==> src/rtl/truth_table_sequencer.sv <==
// Truth-table sequencer: steps {A,B,C} through 000..111 for the combinational unit under test,
// holds each vector SETTLE_CYCLES cycles, samples F at the end of each hold and compares the
// captured table against a latched expected table. Results hold in DONE until the next start.
module truth_table_sequencer #(
    parameter int unsigned SETTLE_CYCLES = 4
) (
    input  logic       clk,
    input  logic       rst,
    input  logic       start,
    input  logic [7:0] exp_tt,
    input  logic       f_in,
    output logic       a_out,
    output logic       b_out,
    output logic       c_out,
    output logic [2:0] vec_idx,
    output logic       busy,
    output logic       done,
    output logic [7:0] cap_tt,
    output logic [7:0] err_mask,
    output logic [3:0] err_count,
    output logic       pass
);

    // Settle counter runs 0..LastCount; the edge where it sits at LastCount ends the hold.
    localparam logic [7:0] LastCount = 8'(SETTLE_CYCLES - 1);
    localparam logic [3:0] MaxErrors = 4'd8;

    typedef enum logic [1:0] {
        StIdle,
        StRun,
        StDone
    } stateT;

    stateT      stateQ, stateD;
    logic [2:0] vecQ, vecD;
    logic [7:0] settleQ, settleD;
    logic [7:0] expQ, expD;
    logic [7:0] capQ, capD;
    logic [7:0] errQ, errD;
    logic [3:0] errCntQ, errCntD;

    logic       lastCycle;
    logic       mismatch;

    assign lastCycle = (settleQ == LastCount);
    // Compare against the table latched at start so mid-run exp_tt changes are invisible.
    assign mismatch  = f_in ^ expQ[vecQ];

    // Next-state logic: accept start from IDLE/DONE, otherwise advance the sweep.
    always_comb begin
        stateD  = stateQ;
        vecD    = vecQ;
        settleD = settleQ;
        expD    = expQ;
        capD    = capQ;
        errD    = errQ;
        errCntD = errCntQ;

        unique case (stateQ)
            StIdle, StDone: begin
                if (start) begin
                    stateD  = StRun;
                    expD    = exp_tt;
                    capD    = 8'h00;
                    errD    = 8'h00;
                    errCntD = 4'd0;
                    vecD    = 3'd0;
                    settleD = 8'd0;
                end
            end
            StRun: begin
                if (lastCycle) begin
                    settleD       = 8'd0;
                    capD[vecQ]    = f_in;
                    errD[vecQ]    = mismatch;
                    // Each vector is sampled once, so the count is bounded; the guard keeps it
                    // from ever wrapping regardless.
                    if (mismatch && (errCntQ < MaxErrors)) begin
                        errCntD = errCntQ + 4'd1;
                    end
                    if (vecQ == 3'd7) begin
                        vecD   = 3'd0;
                        stateD = StDone;
                    end else begin
                        vecD = vecQ + 3'd1;
                    end
                end else begin
                    settleD = settleQ + 8'd1;
                end
            end
            default: begin
                stateD = StIdle;
            end
        endcase
    end

    // State and result registers; synchronous reset clears everything, aborting any sweep.
    always_ff @(posedge clk) begin
        if (rst) begin
            stateQ  <= StIdle;
            vecQ    <= 3'd0;
            settleQ <= 8'd0;
            expQ    <= 8'h00;
            capQ    <= 8'h00;
            errQ    <= 8'h00;
            errCntQ <= 4'd0;
        end else begin
            stateQ  <= stateD;
            vecQ    <= vecD;
            settleQ <= settleD;
            expQ    <= expD;
            capQ    <= capD;
            errQ    <= errD;
            errCntQ <= errCntD;
        end
    end

    // Outputs decoded from registered state; vector pins are forced low outside RUN.
    always_comb begin
        busy                  = (stateQ == StRun);
        done                  = (stateQ == StDone);
        vec_idx               = busy ? vecQ : 3'd0;
        {a_out, b_out, c_out} = vec_idx;
        cap_tt                = capQ;
        err_mask              = errQ;
        err_count             = errCntQ;
        pass                  = done && (errCntQ == 4'd0);
    end

endmodule

==> config.mk <==
export PLATFORM = sky130hd
export DESIGN_NAME = truth_table_sequencer
export DESIGN_NICKNAME = d
export VERILOG_FILES = /design/src/rtl/truth_table_sequencer.sv
export SDC_FILE = /design/constraint.sdc
export NUM_CORES = 1
export LEC_CHECK = 0
export CORE_ASPECT_RATIO = 1.5
export CORE_UTILIZATION = 40
export CTS_CLUSTER_SIZE = 14
export DETAILED_ROUTE_END_ITERATION = 16
export PLACE_DENSITY_LB_ADDON = 0.15
export SETUP_SLACK_MARGIN = 0.15
export SLEW_MARGIN = 20
export SYNTH_ARGS = -nofsm -noshare
export SYNTH_HDL_FRONTEND = slang
export SYNTH_SLANG_ARGS = --single-unit
==> constraint.sdc <==
create_clock -name clk -period 2.8 [get_ports clk]
set_input_delay 0.42 -clock clk [delete_from_list [all_inputs] [get_ports clk]]
set_output_delay 0.42 -clock clk [all_outputs]
set_load 0.005 [all_outputs]
==> summary by stage <==
Clock tree
The maximum count of clock buffers along a single path is 2. The count of hold-fix buffers inserted at cts is 0. The total number of H-tree levels is 2. After clock tree synthesis, the clock-pin slew on the worst setup and hold paths is around 0.07 ns. The clock latency of the later-clocked register in the worst-skew pair is 0.29 ns. The CTS tree is built.

Post-CTS repair changed the size of 0 cells. The buffer cell driving the clock tree root is sky130_fd_sc_hd__clkbuf_8. The number of sinks driven by the clock tree is about 40. The number of setup buffers added after CTS is 0. The clock buffer count from CTS is 5.

Die
From bottom edge to top edge, the die measures approximately 89 um. The number of core rows is 31. The die is roughly 60 um wide. The floorplan step defined a die boundary enclosing 5330 um2.

The area inside the core boundary is approximately 4800 um2. During I/O placement, the number of pins put on the boundary was 41. Once the floorplan was initialized, standard cells occupied between 40% and 50% of the core.

GRT
The global routing met3 resource utilization is between 4 and 5%. In the global route stage, overall resource usage came out at between 20% and 30%. The met2 capacity usage during global routing is a little under two fifths. The total overflow left after global routing is 0. The number of global-route vias before repair is around 1800. The wire length of the first global-routing pass is 8180 um. The met1 capacity usage during global routing is a little under a quarter. The initial antenna violation count came to 0. The largest net degree at the start of global routing is 24. After global routing, the most crowded layer is met2.

Logic synthesis
The number of warnings printed during yosys synthesis is 0. The total standard cell area after synthesis is approximately 2000 um2. The synthesized flop and latch total is 41. The sequential cell area fraction in the yosys report is 40.7%. The number of enable-type register cells in the synthesized netlist is 0. The most instantiated flip-flop cell in the synthesis netlist is sky130_fd_sc_hd__dfxtp_1.

The number of nets in the synthesized netlist is 257. Of all flip-flops after synthesis, the portion carrying an async set or reset was 0%. The number of instances in the synthesized netlist is 240.

The average footprint of a synthesized cell is 8.40 um2. Synthesis instantiated 40 different standard cells from the library.

Finish
For this run, the post-layout net count is 295. The sequential standard cell area is 821 um2. After filler insertion, the fill cell instance count of the layout stands at 475.

Summing all multi-input logic gate instances after layout gives 1090 um2. In the final layout, the share of cells above drive strength 1 is around 8.2%. 0 antenna diodes ended up in the layout. The area growth from synthesis to layout is 28.5%. The core utilization of the finished layout is about 53%.

STA
The final count of hold timing violations is 0. Clock skew on the completed layout was measured at 0.00739 ns. In the final timing run, aggregate negative setup slack is 0 ns. Subtracting the final worst setup slack from the clock period gives roughly 2.4 ns.

The count of final max-slew check failures is 0. The minimum hold slack is approximately 0.46 ns. Setup violations remaining at the end of the flow were counted as 0. The worst path meets setup with just over 0.4 ns of slack. Setup repair after global routing left no endpoint under its margin. The max-slew headroom at the worst pin is 56.2%.

The maximum clock rate is between 400 and 500 MHz. The slew at the pin closest to its max-slew limit is 0.653 ns. In the finished design, the share of the clock period the worst path needs comes to a little under nine tenths.

Setup path
STA classifies the critical path startpoint as a flop. STA puts the critical path data required time at 2.97 ns. The largest fanout on the critical path is 15.

The arrival time at the worst endpoint is roughly 2.6 ns. The kind of end point of the critical path is a flop. The flop-to-flop setup slack is about 0.4 ns. The setup path with the least slack is of type reg -> reg.

Power
VDD sags by at most 0.298 mV. The total power is 1.23 mW. Power spread over the standard cell area amounts to about 480 nW/um2. The analysis attributes to cell leakage a power of about 1.0 nW.

Placed design
Input and output buffers added on the ports amount to 40. The congestion estimate from routability-driven global placement came to 0.771. Prior to clock tree synthesis, the placed netlist has a worst setup slack of 0.404 ns. The final HPWL from detailed placement is ~3600 um.

Routing
For this run, design rule violations remaining after detail routing come to 0. The final layout contains routed wiring with a total length of 4810 um. In the final routed layout, each cell accounts on average for approximately 14 um.

The number of routed nets with antenna violations is 0. The routed layout has roughly 1800 vias. Dividing the detail-routed via count by the number of cells gives about 5.3.

The violation count after the first detailed-routing iteration is 66. The number of iterations in the first detailed-routing pass is 4.

Min path
The worst hold path belongs to the class reg -> reg.

Flow run
The tool flagged a number of max-cap violations equal to 0.

Outcome
The flow ran to the end, and the final reports show no timing, DRC or antenna violations.
[area by class of cell]
type,count,share of cell area (%)
multi-input combinational,177,42.1
sequential,41,31.7
timing repair buffer,48,17.8
clock buffer,7,3.33
tap,66,3.19
clock inverter,1,1.16
inverter,5,0.725
[power by group]
part | total (mW) | internal, mW | switching (mW)
clock | 0.491 | 0.291 | 0.201
sequential | 0.602 | 0.594 | 0.00765
combinational | 0.138 | 0.0585 | 0.0796
total | 1.23 | 0.943 | 0.288
[per-layer routing]
metal	wire length, um	vias up
li1	-	927
met1	1980	856
met2	2630	42
met3	138	8
met4	71	0
met5	0	-
[final timing paths]
check	from	to	cells after the start
min	expQ[7]$_SDFFE_PP0P_	expQ[7]$_SDFFE_PP0P_	2
max	settleQ[0]$_SDFFE_PP0P_	err_count[1]$_SDFFE_PP0P_	6
min reg2reg	expQ[7]$_SDFFE_PP0P_	expQ[7]$_SDFFE_PP0P_	2
max reg2reg	settleQ[0]$_SDFFE_PP0P_	err_count[1]$_SDFFE_PP0P_	6
[Yosys cell counts (all sizes together) (6+ instances only)]
| cell type | n | area share [%] |
|---|---|---|
| a21oi | 16 | 4.0 |
| and3 | 6 | 1.9 |
| buf | 7 | 2.4 |
| clkbuf | 10 | 1.9 |
| dfxtp | 41 | 41 |
| mux2i | 7 | 3.5 |
| nand2 | 31 | 5.8 |
| nand2b | 7 | 2.2 |
| nand3b | 12 | 4.5 |
| nor2 | 24 | 4.5 |
| o21ai | 11 | 2.7 |
| o41ai | 8 | 3.5 |
[critical path, cell delays in order, from the launching register on]
cell                      delay, ns
sky130_fd_sc_hd__dfxtp_1       0.37
sky130_fd_sc_hd__ha_1          0.22
sky130_fd_sc_hd__or4b_4        0.50
sky130_fd_sc_hd__or3_1         0.60
sky130_fd_sc_hd__nor3b_2       0.25
sky130_fd_sc_hd__mux2i_1       0.17
sky130_fd_sc_hd__mux2i_1       0.16
[cells by family (layout without fill, tap and decap cells)]
group,Yosys count,count (layout),share of synthesized area (%)
AO/OA/AOI/OAI,56,56,18.4
XOR/XNOR,2,2,0.869
adder cells (fa/ha/maj),5,5,3.10
buffers and inverters,22,61,5.15
flip-flops,41,41,40.7
multiplexers,8,8,4.03
AND/OR/NAND/NOR,106,106,27.7
[layout by cell type, fill, tap and decap left out, drive strengths merged, types with 8 or more instances in the layout]
| master | instances |
|---|---|
| dfxtp | 41 |
| clkdlybuf4s50 | 40 |
| nand2 | 31 |
| nor2 | 24 |
| a21oi | 16 |
| nand3b | 12 |
| o21ai | 11 |
| o41ai | 8 |
| buf | 8 |
[stage by stage]
stage | area, um2 | instances
final | 2590 | 345
after global routing | 2590 | 345
after CTS | 2590 | 345
after detailed placement | 2470 | 337
after global placement | 2470 | 337
after floorplan | 2020 | 240
[registers in the layout, summed over array words and instances, names as in the netlist]
| register | count |
|---|---|
| cap_tt | 8 |
| err_mask | 8 |
| expQ | 8 |
| settleQ | 8 |
| err_count | 4 |
| vecQ | 3 |
| stateQ | 2 |
(Power assumes the default switching activity.)
